File: config.mk
export PLATFORM = sky130hd
export DESIGN_NAME = calc1_arbiter
export DESIGN_NICKNAME = d
export VERILOG_FILES = /design/src/rtl/calc1_arbiter.sv
export SDC_FILE = /design/constraint.sdc
export NUM_CORES = 1
export LEC_CHECK = 0
export ABC_CLOCK_PERIOD_IN_PS = 25200
export BUFFER_PORTS_ARGS = -buffer_cell sky130_fd_sc_hd__buf_2
export CAP_MARGIN = 10
export CORE_MARGIN = 2
export CORE_UTILIZATION = 45
export CTS_BUF_LIST = sky130_fd_sc_hd__clkbuf_8
export DETAILED_ROUTE_END_ITERATION = 6
export PLACE_DENSITY = 0.65
export SETUP_SLACK_MARGIN = 0.05
export SLEW_MARGIN = 0
export SYNTH_ARGS = -nofsm -noshare
export SYNTH_HDL_FRONTEND = slang
export SYNTH_SLANG_ARGS = --single-unit
File: constraint.sdc
create_clock -name c_clk -period 25.2 [get_ports c_clk]
set_input_delay 1.26 -clock c_clk [delete_from_list [all_inputs] [get_ports c_clk]]
set_output_delay 1.26 -clock c_clk [all_outputs]
set_load 0.03 [all_outputs]
File: src/rtl/calc1_arbiter.sv
`timescale 1ns/1ps
// -----------------------------------------------------------------------------
// calc1_arbiter
//
// Four-port calculator front end sharing one pipelined ALU. Each port runs a
// small FSM (IDLE -> OP2 -> WAIT -> BUSY). It collects a command and two
// operands over two cycles, waits for a grant, and then waits for its tagged
// result to leave the ALU pipeline.
//
// Parameters
//   ALU_STAGES      number of register stages in the shared ALU (1..3)
//
// Ports
//   c_clk           clock, all state updates on the rising edge
//   reset           asynchronous, active-high reset
//   reqN_cmd_in     port N command (0 no-op, 1 add, 2 sub, 5 shl, 6 shr)
//   reqN_data_in    port N operand bus (op1 in cmd cycle, op2 in next cycle)
//   out_dataN       port N result, zero outside a response cycle
//   out_respN       port N response (0 none, 1 success, 2 error)
//
// Build option
//   CALC1_ARB_FIXED_PRIO_EN   when defined, arbitration is fixed priority
//                             (port 1 highest) and the round-robin pointer
//                             is not built. The default is round-robin.
// -----------------------------------------------------------------------------
module calc1_arbiter #(
  parameter int ALU_STAGES = 1
) (
  input  logic        c_clk,
  input  logic        reset,
  input  logic [0:3]  req1_cmd_in,
  input  logic [0:31] req1_data_in,
  input  logic [0:3]  req2_cmd_in,
  input  logic [0:31] req2_data_in,
  input  logic [0:3]  req3_cmd_in,
  input  logic [0:31] req3_data_in,
  input  logic [0:3]  req4_cmd_in,
  input  logic [0:31] req4_data_in,
  output logic [0:31] out_data1,
  output logic [0:1]  out_resp1,
  output logic [0:31] out_data2,
  output logic [0:1]  out_resp2,
  output logic [0:31] out_data3,
  output logic [0:1]  out_resp3,
  output logic [0:31] out_data4,
  output logic [0:1]  out_resp4
);

  localparam logic [3:0] CMD_ADD = 4'd1;
  localparam logic [3:0] CMD_SUB = 4'd2;
  localparam logic [3:0] CMD_SHL = 4'd5;
  localparam logic [3:0] CMD_SHR = 4'd6;

  localparam logic [1:0] RESP_OK  = 2'd1;
  localparam logic [1:0] RESP_ERR = 2'd2;

  typedef enum logic [1:0] {
    ST_IDLE,
    ST_OP2,
    ST_WAIT,
    ST_BUSY
  } state_e;

  // One ALU pipeline slot: the result plus the tag of the port it belongs to.
  typedef struct packed {
    logic        vld;
    logic [1:0]  tag;
    logic [1:0]  resp;
    logic [31:0] data;
  } alu_stage_t;

  // Port buses gathered into arrays. Bit 0 of the external buses is the MSB,
  // so the values map directly onto conventional [31:0] numbers.
  logic [3:0]  cmd_in  [4];
  logic [31:0] data_in [4];

  assign cmd_in[0]  = req1_cmd_in;
  assign cmd_in[1]  = req2_cmd_in;
  assign cmd_in[2]  = req3_cmd_in;
  assign cmd_in[3]  = req4_cmd_in;
  assign data_in[0] = req1_data_in;
  assign data_in[1] = req2_data_in;
  assign data_in[2] = req3_data_in;
  assign data_in[3] = req4_data_in;

  // Per-port FSM state and latched operands.
  state_e      state_q [4];
  state_e      state_d [4];
  logic [3:0]  cmd_q   [4];
  logic [3:0]  cmd_d   [4];
  logic [31:0] op1_q   [4];
  logic [31:0] op1_d   [4];
  logic [31:0] op2_q   [4];
  logic [31:0] op2_d   [4];

  // Arbitration result for this cycle.
  logic       gnt_vld;
  logic [1:0] gnt_idx;

  // ALU pipeline.
  alu_stage_t  pipe_q [ALU_STAGES];
  alu_stage_t  stage1_d;
  alu_stage_t  tail;
  logic [3:0]  alu_cmd;
  logic [31:0] alu_a;
  logic [31:0] alu_b;
  logic [32:0] alu_sum;

  // rsp_hit[i]: the result leaving the pipeline this cycle belongs to port i.
  logic [3:0]  rsp_hit;
  logic [31:0] data_o [4];
  logic [1:0]  resp_o [4];

  // ---------------------------------------------------------------------------
  // Arbiter
  // ---------------------------------------------------------------------------
`ifdef CALC1_ARB_FIXED_PRIO_EN
  always_comb begin
    gnt_vld = 1'b0;
    gnt_idx = 2'd0;
    // Walk from lowest priority up so the highest-priority WAIT port wins.
    for (int i = 3; i >= 0; i--) begin
      if (state_q[i] == ST_WAIT) begin
        gnt_vld = 1'b1;
        gnt_idx = 2'(i);
      end
    end
  end
`else
  logic [1:0] rr_last_q;
  logic [1:0] cand;

  // NOTE: every signal assigned in an always_comb gets a default at the top,
  // so no path through the block leaves it unassigned and infers a latch.
  always_comb begin
    gnt_vld = 1'b0;
    gnt_idx = 2'd0;
    cand    = rr_last_q;
    // Search starts one past the last grant; 2-bit arithmetic wraps 4 -> 1.
    for (int k = 1; k <= 4; k++) begin
      cand = rr_last_q + 2'(k);
      if (!gnt_vld && state_q[cand] == ST_WAIT) begin
        gnt_vld = 1'b1;
        gnt_idx = cand;
      end
    end
  end

  // NOTE: sequential state uses non-blocking assignments only, so every
  // register samples pre-edge values regardless of block evaluation order.
  always_ff @(posedge c_clk or posedge reset) begin
    if (reset) begin
      rr_last_q <= 2'd3;  // last grant "port 4" so port 1 is searched first
    end else if (gnt_vld) begin
      rr_last_q <= gnt_idx;
    end
  end
`endif

  // ---------------------------------------------------------------------------
  // ALU stage 1: computes the granted port's operation
  // ---------------------------------------------------------------------------
  always_comb begin
    alu_cmd  = cmd_q[gnt_idx];
    alu_a    = op1_q[gnt_idx];
    alu_b    = op2_q[gnt_idx];
    alu_sum  = {1'b0, alu_a} + {1'b0, alu_b};
    stage1_d = '0;
    if (gnt_vld) begin
      stage1_d.vld  = 1'b1;
      stage1_d.tag  = gnt_idx;
      stage1_d.resp = RESP_ERR;  // errors always return data 0
      case (alu_cmd)
        CMD_ADD: begin
          if (!alu_sum[32]) begin
            stage1_d.resp = RESP_OK;
            stage1_d.data = alu_sum[31:0];
          end
        end
        CMD_SUB: begin
          if (alu_b <= alu_a) begin
            stage1_d.resp = RESP_OK;
            stage1_d.data = alu_a - alu_b;
          end
        end
        CMD_SHL: begin
          stage1_d.resp = RESP_OK;
          stage1_d.data = alu_a << alu_b[4:0];
        end
        CMD_SHR: begin
          stage1_d.resp = RESP_OK;
          stage1_d.data = alu_a >> alu_b[4:0];
        end
        default: ;  // invalid command: error, data 0
      endcase
    end
  end

  // NOTE: the pipeline registers are reset because their valid bits must not
  // come out of reset as phantom results; reset also discards in-flight work.
  always_ff @(posedge c_clk or posedge reset) begin
    if (reset) begin
      for (int s = 0; s < ALU_STAGES; s++) begin
        pipe_q[s] <= '0;
      end
    end else begin
      pipe_q[0] <= stage1_d;
      for (int s = 1; s < ALU_STAGES; s++) begin
        pipe_q[s] <= pipe_q[s-1];
      end
    end
  end

  assign tail = pipe_q[ALU_STAGES-1];

  // ---------------------------------------------------------------------------
  // Per-port FSMs
  // ---------------------------------------------------------------------------
  always_comb begin
    for (int i = 0; i < 4; i++) begin
      rsp_hit[i] = tail.vld && (tail.tag == 2'(i));
    end
  end

  always_comb begin
    for (int i = 0; i < 4; i++) begin
      state_d[i] = state_q[i];
      cmd_d[i]   = cmd_q[i];
      op1_d[i]   = op1_q[i];
      op2_d[i]   = op2_q[i];
      case (state_q[i])
        ST_IDLE: begin
          if (cmd_in[i] != 4'd0) begin
            state_d[i] = ST_OP2;
            cmd_d[i]   = cmd_in[i];
            op1_d[i]   = data_in[i];
          end
        end
        ST_OP2: begin
          state_d[i] = ST_WAIT;
          op2_d[i]   = data_in[i];
        end
        ST_WAIT: begin
          if (gnt_vld && gnt_idx == 2'(i)) begin
            state_d[i] = ST_BUSY;
          end
        end
        ST_BUSY: begin
          // The response cycle doubles as an IDLE cycle for a new command.
          if (rsp_hit[i]) begin
            if (cmd_in[i] != 4'd0) begin
              state_d[i] = ST_OP2;
              cmd_d[i]   = cmd_in[i];
              op1_d[i]   = data_in[i];
            end else begin
              state_d[i] = ST_IDLE;
            end
          end
        end
        default: state_d[i] = ST_IDLE;
      endcase
    end
  end

  always_ff @(posedge c_clk or posedge reset) begin
    if (reset) begin
      for (int i = 0; i < 4; i++) begin
        state_q[i] <= ST_IDLE;
        cmd_q[i]   <= '0;
        op1_q[i]   <= '0;
        op2_q[i]   <= '0;
      end
    end else begin
      for (int i = 0; i < 4; i++) begin
        state_q[i] <= state_d[i];
        cmd_q[i]   <= cmd_d[i];
        op1_q[i]   <= op1_d[i];
        op2_q[i]   <= op2_d[i];
      end
    end
  end

  // ---------------------------------------------------------------------------
  // Outputs: only the port owning the pipeline tail sees a non-zero response
  // ---------------------------------------------------------------------------
  always_comb begin
    for (int i = 0; i < 4; i++) begin
      resp_o[i] = rsp_hit[i] ? tail.resp : 2'd0;
      data_o[i] = rsp_hit[i] ? tail.data : 32'd0;
    end
  end

  assign out_resp1 = resp_o[0];
  assign out_resp2 = resp_o[1];
  assign out_resp3 = resp_o[2];
  assign out_resp4 = resp_o[3];
  assign out_data1 = data_o[0];
  assign out_data2 = data_o[1];
  assign out_data3 = data_o[2];
  assign out_data4 = data_o[3];

endmodule

==> results.json, run 1 <==
{
  "wl_per_cell_um": 23.77,
  "yosys-top-cells-area": "dfrtp_1 (36%), mux2_2 (14%), mux2i_1 (13%), ha_1 (4.8%), and2_1 (4.1%)",
  "yosysWarnings": 0,
  "synth_area_leader_cell": "dfrtp_1",
  "synth_edf_count": 0,
  "fillCellCount": 4519,
  "fin_nets": 2695,
  "tritoncts": "yes",
  "root_buffer": "clkbuf_8",
  "cts_resized": 0,
  "fmax_ghz": 0.1311,
  "dpl.cell_count": 3069,
  "drt_iter0_drc": 1634,
  "cts_buffer_depth": 3,
  "cp-end-kind": "flop",
  "cts-htree-levels": 2,
  "synth_cells": 2240,
  "cp.required_ns": 25.69,
  "rsz0062_at_grt": "no",
  "worstMarginPinSlew_ns": 1.058,
  "first_pass_iters": 6,
  "critical_path_class": "reg2reg",
  "hpwl_mm": 55.49,
  "r2r_end": "pipe_q[13]$_DFF_PP0_",
  "r2r_cells": 19,
  "drc": 0,
  "cts_setup_buffers": 0,
  "final_antenna_net_count": 0,
  "syn_area_per_cell_um2": 9.916,
  "routed_wl_mm": 75.36,
  "slowest_delay_ns": 0.73,
  "cp_max_fo": 36,
  "path_clk_slew_ns": 0.06,
  "area_delta_synth_final_pct": 13.86,
  "yosys-top-cells-count": "dfrtp_1 (317), mux2_2 (280), mux2i_1 (280)",
  "cts.sinks": 319,
  "worstHoldEndpoint": "op1_q[72]$_DFFE_PP0P_",
  "grt_overflow_total": 0,
  "synth.distinct_cells": 89,
  "cp-start-kind": "flop",
  "fin_crit_ns": 7.629,
  "start_util_pct": 45.47,
  "io_buffers": 281,
  "worst_skew_pair.late_latency_ns": 0.67,
  "crit_buf_inv": 3,
  "crit_cells": 19,
  "maxSlewViolCount": 0,
  "hold_violations": 0,
  "path_cells": "nand3b_1, nor3b_2, nor2_2, nand2_2, inv_4, mux2i_4, buf_4, ha_1, inv_1, fa_1, a21o_1, a21oi_1, nor2_1, nor4_1, o21ai_0, a21o_1, o211a_1, a221oi_1, a21oi_1",
  "synth-async-reset-ratio_pct": 100.0,
  "setup_tns_ns": 0,
  "min_path_cells": 2,
  "crit_slowest_cell": "nor4_1",
  "hold_path.class": "reg2reg",
  "ys_seq_area_share_pct": 35.95,
  "synth_ff_type": "dfrtp_1",
  "multiInputGateArea_um2": 13180,
  "cts_hold_buf": 0,
  "antenna_found_initial": 1,
  "grt_pass1_wl_mm": 111.9,
  "finalNonFillerCells": 3171,
  "die-area_um2": 51150,
  "regArea_um2": 7985,
  "max_cap_violations": 0,
  "slew_headroom_pct": 29.46,
  "setup_viol": 0,
  "row_count": 81,
  "reg2reg_from": "rr_last_q[1]$_DFFE_PP1P_",
  "die_x_um": 226.2,
  "ioPinCount": 282,
  "syn_nets": 2473,
  "skew_ns": 0.04817,
  "core_area_um2": 48850,
  "vias": 18690,
  "gp_congestion": 0.9747,
  "period_share_pct": 30.27,
  "chipHeight_um": 226.2,
  "yosys.area.top_type_share_pct": 35.71,
  "cp.arrival_ns": 8.12,
  "status": "completed",
  "final_layout_size_suffix_gt1_share_pct": 29.01,
  "grt_usage_pct": 28.97,
  "syn_area_um2": 22210,
  "cts_buffers": 55,
  "min-delay-start": "op1_q[72]$_DFFE_PP0P_",
  "critPathTopFamily": "compound AO/OA/AOI/OAI gates",
  "synth_most_common_cell": "dfrtp_1",
  "regToRegSetupSlack_ns": 17.57,
  "first_global_vias": 18180,
  "grt_max_degree": 120,
  "synth.ff_latch_count": 319,
  "viasPerCell": 5.894
}
[stage by stage]
step                      hold slack, ns  instance area (um2)  setup WS (ns)  util [%]
final                             0.4741                25290          17.57     51.77
after detailed placement          0.4632                24030          17.73     49.20
after global placement            0.4580                24030          17.80     49.20
after CTS                         0.4785                25290          17.75     51.76
after global routing              0.5041                25290          17.30     51.76
after floorplan                   0.4401                22210          15.12         -
[worst min-delay path: cells and delay by family, from the launching register on]
family	cells	cell delay (ns)
flops	1	0.34
simple gates	2	0.11
[cells by family after synthesis]
kind of cell | count (synthesis) | share of synthesized area, %
AOI/OAI and AO/OA | 401 | 12.53
xor gates and xnor gates | 34 | 1.341
adders and majority gates | 87 | 4.968
buffers and inverters | 253 | 4.923
DFF | 319 | 35.95
muxes | 564 | 27.09
and+or+nand+nor | 582 | 13.20
[cell type report]
cell class	instances	area share, %
multi-input cells	1668	52.13
well taps	664	3.285
inverters	112	1.742
diodes	1	0.009895
flip-flops and latches	319	31.58
clock inverters	29	1.034
repair buffers	306	6.303
clock buffers	72	3.918
[flip-flops by register name, indices dropped and copies added (netlist names)]
register	count
op2_q	128
pipe_q	37
rr_last_q	2
cmd_q	16
state_q	8
op1_q	128
[placed cells by master (no fill, tap or decap), types with 30 or more instances in the layout]
cell type,instances
mux2i_1,280
clkbuf_8,72
nor2_1,111
buf_2,281
a31oi_1,30
o21ai_0,50
a21oi_1,91
and2_1,146
nand2_1,182
ha_1,81
inv_1,117
dfrtp_1,317
mux2_2,280
[metal layers]
layer	part of all wire, %	GRT usage (%)	vias up
li1	-	-	8458
met1	46	41.57	9234
met2	44	44.33	872
met3	7.5	4.918	126
met4	2.7	9.380	0
met5	0	0	-
[worst max path at each step]
stage                                   from                   end  slack (ns)
floorplan                              reset  cmd_q[0]$_DFFE_PP0P_       15.12
global placement      state_q[4]$_DFFE_PP0P_  pipe_q[13]$_DFF_PP0_       17.80
detailed placement    state_q[4]$_DFFE_PP0P_  pipe_q[14]$_DFF_PP0_       17.73
CTS                   state_q[4]$_DFFE_PP0P_  pipe_q[14]$_DFF_PP0_       17.75
global route        rr_last_q[1]$_DFFE_PP1P_  pipe_q[20]$_DFF_PP0_       17.30
finish              rr_last_q[1]$_DFFE_PP1P_  pipe_q[13]$_DFF_PP0_       17.57
Power of run 1 is left out: the tool's default activity adds up to more than one toggle a clock period on the data nets, which glitch-free logic cannot reach.
==> run 2: changes to the inputs <==
--- a/config.mk
+++ b/config.mk
@@ -5,14 +5,14 @@
 export SDC_FILE = /design/constraint.sdc
 export NUM_CORES = 1
 export LEC_CHECK = 0
-export ABC_CLOCK_PERIOD_IN_PS = 25200
+export ABC_CLOCK_PERIOD_IN_PS = 6500
 export BUFFER_PORTS_ARGS = -buffer_cell sky130_fd_sc_hd__buf_2
 export CAP_MARGIN = 10
 export CORE_MARGIN = 2
 export CORE_UTILIZATION = 45
 export CTS_BUF_LIST = sky130_fd_sc_hd__clkbuf_8
 export DETAILED_ROUTE_END_ITERATION = 6
-export PLACE_DENSITY = 0.65
+export PLACE_DENSITY = 0.67
 export SETUP_SLACK_MARGIN = 0.05
 export SLEW_MARGIN = 0
 export SYNTH_ARGS = -nofsm -noshare
==> constraint.sdc (replaced) <==
create_clock -name c_clk -period 6.5 [get_ports c_clk]
set_input_delay 0.325 -clock c_clk [delete_from_list [all_inputs] [get_ports c_clk]]
set_output_delay 0.325 -clock c_clk [all_outputs]
set_load 0.03 [all_outputs]
==> run 2 against run 1 <==
Sequential share of layout area is 1.8 points lower. Flip-flop and latch count stayed put. Highest routed layer unchanged. Core utilization is 3.1 points higher. Maximum frequency is 28% higher. Critical path depth is 1 higher. Final area is 6.0% higher. Count of clock-buffer cells in the layout is 8 lower.
==> results.json, run 2 (same netlist as run 1, synthesis figures left out) <==
{
  "hold_violations": 0,
  "fin_nets": 2865,
  "gp_congestion": 1.004,
  "cts_buffers": 56,
  "setup_tns_ns": 0,
  "start_util_pct": 45.47,
  "cts_buffer_depth": 3,
  "layout_common_cells": "dfrtp_1 (317), buf_2 (281), mux2i_1 (280), mux2_2 (280), nand2_1 (181)",
  "largest_registers": "op1_q (128), op2_q (128), pipe_q (37)",
  "grt_util_met3_pct": 4.762,
  "grt_util_met1_pct": 41.72,
  "grt-busiest-layer": "met2",
  "die-area_um2": 51150,
  "final_common_cell": "dfrtp_1",
  "cts_resized": 0,
  "period_share_pct": 91.98,
  "cp-end-kind": "flop",
  "cts-htree-levels": 2,
  "io_buffers": 281,
  "slew_headroom_pct": 25.90,
  "cp_max_fo": 22,
  "final_layout_size_suffix_gt1_share_pct": 27.69,
  "slowest_delay_ns": 0.59,
  "core_area_um2": 48850,
  "use_met2_pct": 47.60,
  "row_count": 81,
  "worst_skew_pair.late_latency_ns": 0.68,
  "die_x_um": 226.2,
  "grt_max_degree": 181,
  "chipHeight_um": 226.2,
  "fin_crit_ns": 5.979,
  "critPathTopFamily": "compound AO/OA/AOI/OAI gates",
  "grt_usage_pct": 30.01,
  "skew_ns": 0.04792,
  "ioPinCount": 282,
  "pre_cts_slack_ns": 0.7135,
  "rsz0062_at_grt": "no",
  "first_global_vias": 19290,
  "area_delta_synth_final_pct": 20.66,
  "root_buffer": "clkbuf_8",
  "cp.required_ns": 7.02,
  "wl_per_cell_um": 23.25,
  "maxSlewViolCount": 0,
  "cts.sinks": 319,
  "cp-start-kind": "flop",
  "cp_common_cell": "buf_4",
  "viasPerCell": 5.832,
  "first_pass_iters": 6,
  "path_cells": "nand2b_1, nor2_1, o21ai_2, nand2_2, inv_4, buf_4, mux2i_1, mux2i_1, ha_1, inv_1, a2111oi_0, o41ai_1, a31oi_1, o21ai_0, a21o_1, o211a_1, buf_4, a221oi_1, buf_4, a21oi_1",
  "drt_iter0_drc": 1753,
  "grt_overflow_total": 0,
  "fin_ws_ns": 0.5211,
  "worstMarginPinSlew_ns": 1.112,
  "crit_buf_inv": 5,
  "cp.arrival_ns": 6.49,
  "routed_wl_mm": 77.61,
  "drc": 0,
  "hold_path.class": "in2reg",
  "path_clk_slew_ns": 0.07,
  "setup_viol": 0,
  "vias": 19470,
  "grt_pass1_wl_mm": 116.5,
  "antenna_found_initial": 1,
  "status": "completed",
  "tritoncts": "yes",
  "fmax_ghz": 0.1673,
  "max_cap_violations": 0,
  "hpwl_mm": 56.36,
  "final_antenna_net_count": 0,
  "critical_path_class": "reg2reg",
  "crit_slowest_cell": "a2111oi_0"
}
-- run 2: cell count changes in the layout (fill, tap and decap cells not counted), sizes merged --
cell         before  now
diode             1    2
clkinv           12    9
inv             124  133
dlygate4sd3       0  144
clkbuf           72   64
buf             306  331
bufinv            5    2
clkinvlp          0    2
-- run 2: repair_timing --
item / 4_1_cts / 5_1_grt
hold buffers: 144 / 0
endpoints found under the hold margin: 287 / 0
setup buffers: 0 / 0
-- run 2: worst paths after layout --
path	startpoint	to	slack, ns	depth (start not counted)
worst min-delay path	req3_data_in[8]	op1_q[55]$_DFFE_PP0P_	0.04	2
max in group asynchronous	reset	pipe_q[6]$_DFF_PP0_	4.27	5
min in group asynchronous	reset	op2_q[40]$_DFFE_PP0N_	0.25	3
worst max register to register	state_q[6]$_DFFE_PP0P_	pipe_q[13]$_DFF_PP0_	0.52	20
worst min register to register	op1_q[94]$_DFFE_PP0P_	op1_q[94]$_DFFE_PP0P_	0.48	2
worst max-delay path	state_q[6]$_DFFE_PP0P_	pipe_q[13]$_DFF_PP0_	0.52	20
-- run 2: final cells by class --
| type | instances | area, um2 |
|---|---|---|
| Inverter | 112 | 436.7 |
| Clock inverter | 34 | 206.4 |
| Antenna cell | 2 | 5.005 |
| Timing Repair Buffer | 475 | 3273 |
| Fill cell | 4258 | 22050 |
| Multi-Input combinational cell | 1668 | 13180 |
| Sequential cell | 319 | 7985 |
| Clock buffer | 64 | 880.8 |
| Tap cell | 664 | 830.8 |
-- run 2: through the flow --
stage	hold slack [ns]	instance area, um2	utilization, %	instances
2_1_floorplan	0.4304	22220	-	2240
3_3_place_gp	0.3505	24270	49.67	3094
3_5_place_dp	0.3551	24270	49.67	3094
4_1_cts	0.003502	26790	54.85	3336
5_1_grt	0.005935	26800	54.86	3337
6_report	0.04277	26800	54.86	3338
-- run 2: routing by layer --
metal  up-vias  routed length [um]
li1       8788                   -
met1      9592               34320
met2       939               35040
met3       147                5958
met4         0                2293
met5         -                   0
Power of run 2 is left out for the same reason.
==> run 3: changes to the inputs <==
--- a/config.mk
+++ b/config.mk
@@ -12,7 +12,7 @@
 export CORE_UTILIZATION = 45
 export CTS_BUF_LIST = sky130_fd_sc_hd__clkbuf_8
 export DETAILED_ROUTE_END_ITERATION = 6
-export PLACE_DENSITY = 0.67
+export PLACE_DENSITY_LB_ADDON = 0.05
 export SETUP_SLACK_MARGIN = 0.05
 export SLEW_MARGIN = 0
 export SYNTH_ARGS = -nofsm -noshare
==> run 3 against run 2 <==
Clock skew shrank 0.022 ns. Count of clock-buffer cells in the layout grew 7. Worst setup slack lost 0.077 ns. Die area is the same. Global-route usage grew 1.0 points. Final area grew 0.68%. Register-to-register slack lost 0.08 ns. Critical endpoint is now pipe_q[24]$_DFF_PP0_. Highest routed layer unchanged.
==> results.json, run 3 (same netlist as run 1, synthesis figures left out) <==
{
  "status": "completed",
  "reg2reg_from": "state_q[0]$_DFFE_PP0P_",
  "multiInputGateArea_um2": 13190,
  "critPathTopFamily": "compound AO/OA/AOI/OAI gates",
  "r2r_end": "pipe_q[24]$_DFF_PP0_",
  "first_global_vias": 19330,
  "largest_registers": "op1_q (128), op2_q (128), pipe_q (37)",
  "cts.sinks": 319,
  "slowest_delay_ns": 0.61,
  "viasPerCell": 5.836,
  "max_cap_violations": 0,
  "cts_buffer_depth": 3,
  "fmax_ghz": 0.1651,
  "fin_nets": 2875,
  "core_area_um2": 48850,
  "io_buffers": 281,
  "cp_max_fo": 35,
  "die-area_um2": 51150,
  "maxSlewViolCount": 0,
  "min-delay-start": "req2_data_in[0]",
  "crit_buf_inv": 5,
  "cts-htree-levels": 2,
  "die_x_um": 226.2,
  "antenna_found_initial": 1,
  "hpwl_mm": 57.82,
  "path_cells": "nand2b_1, a211oi_2, nor3_4, inv_6, buf_6, mux2i_1, mux2_2, inv_1, ha_1, inv_1, a2111oi_0, o41ai_1, a31oi_1, o21ai_0, a21o_1, o211a_1, buf_4, nand2_1, o21ai_0, o21bai_1, a31oi_1",
  "drt_iter0_drc": 1645,
  "fin_crit_ns": 6.056,
  "use_met2_pct": 48.96,
  "skew_ns": 0.02597,
  "row_count": 81,
  "gp_congestion": 0.9951,
  "worstMarginPinSlew_ns": 1.133,
  "routed_wl_mm": 79.95,
  "first_pass_iters": 6,
  "fillCellCount": 4329,
  "tritoncts": "yes",
  "area_delta_synth_final_pct": 21.47,
  "chipHeight_um": 226.2,
  "path_clk_slew_ns": 0.06,
  "regToRegSetupSlack_ns": 0.44,
  "hold_path.class": "in2reg",
  "worst_skew_pair.late_latency_ns": 0.67,
  "worstHoldEndpoint": "op1_q[95]$_DFFE_PP0P_",
  "grt-busiest-layer": "met2",
  "wl_per_cell_um": 23.86,
  "grt_overflow_total": 0,
  "setup_tns_ns": 0,
  "start_util_pct": 45.47,
  "final_antenna_net_count": 0,
  "crit_slowest_cell": "a2111oi_0",
  "grt_usage_pct": 31.05,
  "slew_headroom_pct": 24.37,
  "layout_common_cells": "dfrtp_1 (317), buf_2 (281), mux2i_1 (280), mux2_2 (280), nand2_1 (182)",
  "r2r_cells": 21,
  "min_path_cells": 4,
  "num_antenna_cells": 0,
  "setup_viol": 0,
  "cp-end-kind": "flop",
  "cp.arrival_ns": 6.55,
  "cp.required_ns": 6.99,
  "final_common_cell": "dfrtp_1",
  "cp-start-kind": "flop",
  "vias": 19550,
  "grt_max_degree": 126,
  "regArea_um2": 7985,
  "grt_pass1_wl_mm": 119.5,
  "drc": 0,
  "final_layout_size_suffix_gt1_share_pct": 28.18,
  "hold_violations": 0,
  "root_buffer": "clkbuf_8",
  "critical_path_class": "reg2reg",
  "grt_util_met1_pct": 43.08,
  "ioPinCount": 282,
  "rsz0062_at_grt": "yes",
  "period_share_pct": 93.16,
  "grt_util_met3_pct": 4.619,
  "cts_setup_buffers": 0,
  "cts_buffers": 57
}
run 3: changes by cell type in the layout (fill, tap and decap cells not counted), sizes merged:
cell         delta
diode           -2
buf             +8
inv             -3
clkbuf          +7
dlygate4sd3     +1
clkinvlp        +1
run 3: worst max-delay path by stage:
stage                                  start                    to  slack, ns  depth (start not counted)
floorplan           rr_last_q[1]$_DFFE_PP1P_  pipe_q[12]$_DFF_PP0_       0.75                         26
global placement      state_q[2]$_DFFE_PP0P_  pipe_q[14]$_DFF_PP0_       0.54                         20
detailed placement    state_q[2]$_DFFE_PP0P_  pipe_q[14]$_DFF_PP0_       0.43                         20
CTS                   state_q[2]$_DFFE_PP0P_  pipe_q[14]$_DFF_PP0_       0.39                         20
global route          state_q[0]$_DFFE_PP0P_  pipe_q[14]$_DFF_PP0_       0.03                         20
finish                state_q[0]$_DFFE_PP0P_  pipe_q[24]$_DFF_PP0_       0.44                         21
run 3: final cells by class:
cell class / count / share of cell area [%]
clock buffer: 71 / 3.622
sequential: 319 / 29.60
timing repair buffer: 484 / 12.40
multi-input combinational: 1668 / 48.89
tap: 664 / 3.079
clock inverter: 32 / 0.7976
inverter: 112 / 1.618
run 3: routing by layer:
| metal | vias to the layer above | wire length, um |
|---|---|---|
| met2 | 831 | 35710 |
| met3 | 173 | 5057 |
| li1 | 8836 | - |
| met5 | - | 0 |
| met4 | 0 | 2818 |
| met1 | 9710 | 36370 |
run 3: timing repair:
| action | CTS | global route |
|---|---|---|
| endpoints found under the hold margin | 327 | 0 |
| setup endpoints to repair | 0 | 9 |
| gates resized for setup | 0 | 4 |
| hold buffers | 145 | 0 |
run 3: worst min-delay path, cell delays in order:
cell           delay (ns)
dlygate4sd3_1        0.52
buf_2                0.11
nand2_1              0.04
nand2_1              0.05
run 3: per-stage QoR:
stage / instances / hold WS [ns] / utilization (%) / cell area, um2 / setup slack (ns)
3_5_place_dp: 3102 / 0.4624 / 49.79 / 24320 / 0.4258
3_3_place_gp: 3102 / 0.4571 / 49.79 / 24320 / 0.5449
2_1_floorplan: 2240 / 0.4304 / - / 22220 / 0.7533
6_report: 3350 / 0.3986 / 55.23 / 26980 / 0.4445
5_1_grt: 3350 / 0.3927 / 55.23 / 26980 / 0.03157
4_1_cts: 3350 / 0.3540 / 55.20 / 26970 / 0.3864
Power of run 3 is left out for the same reason.
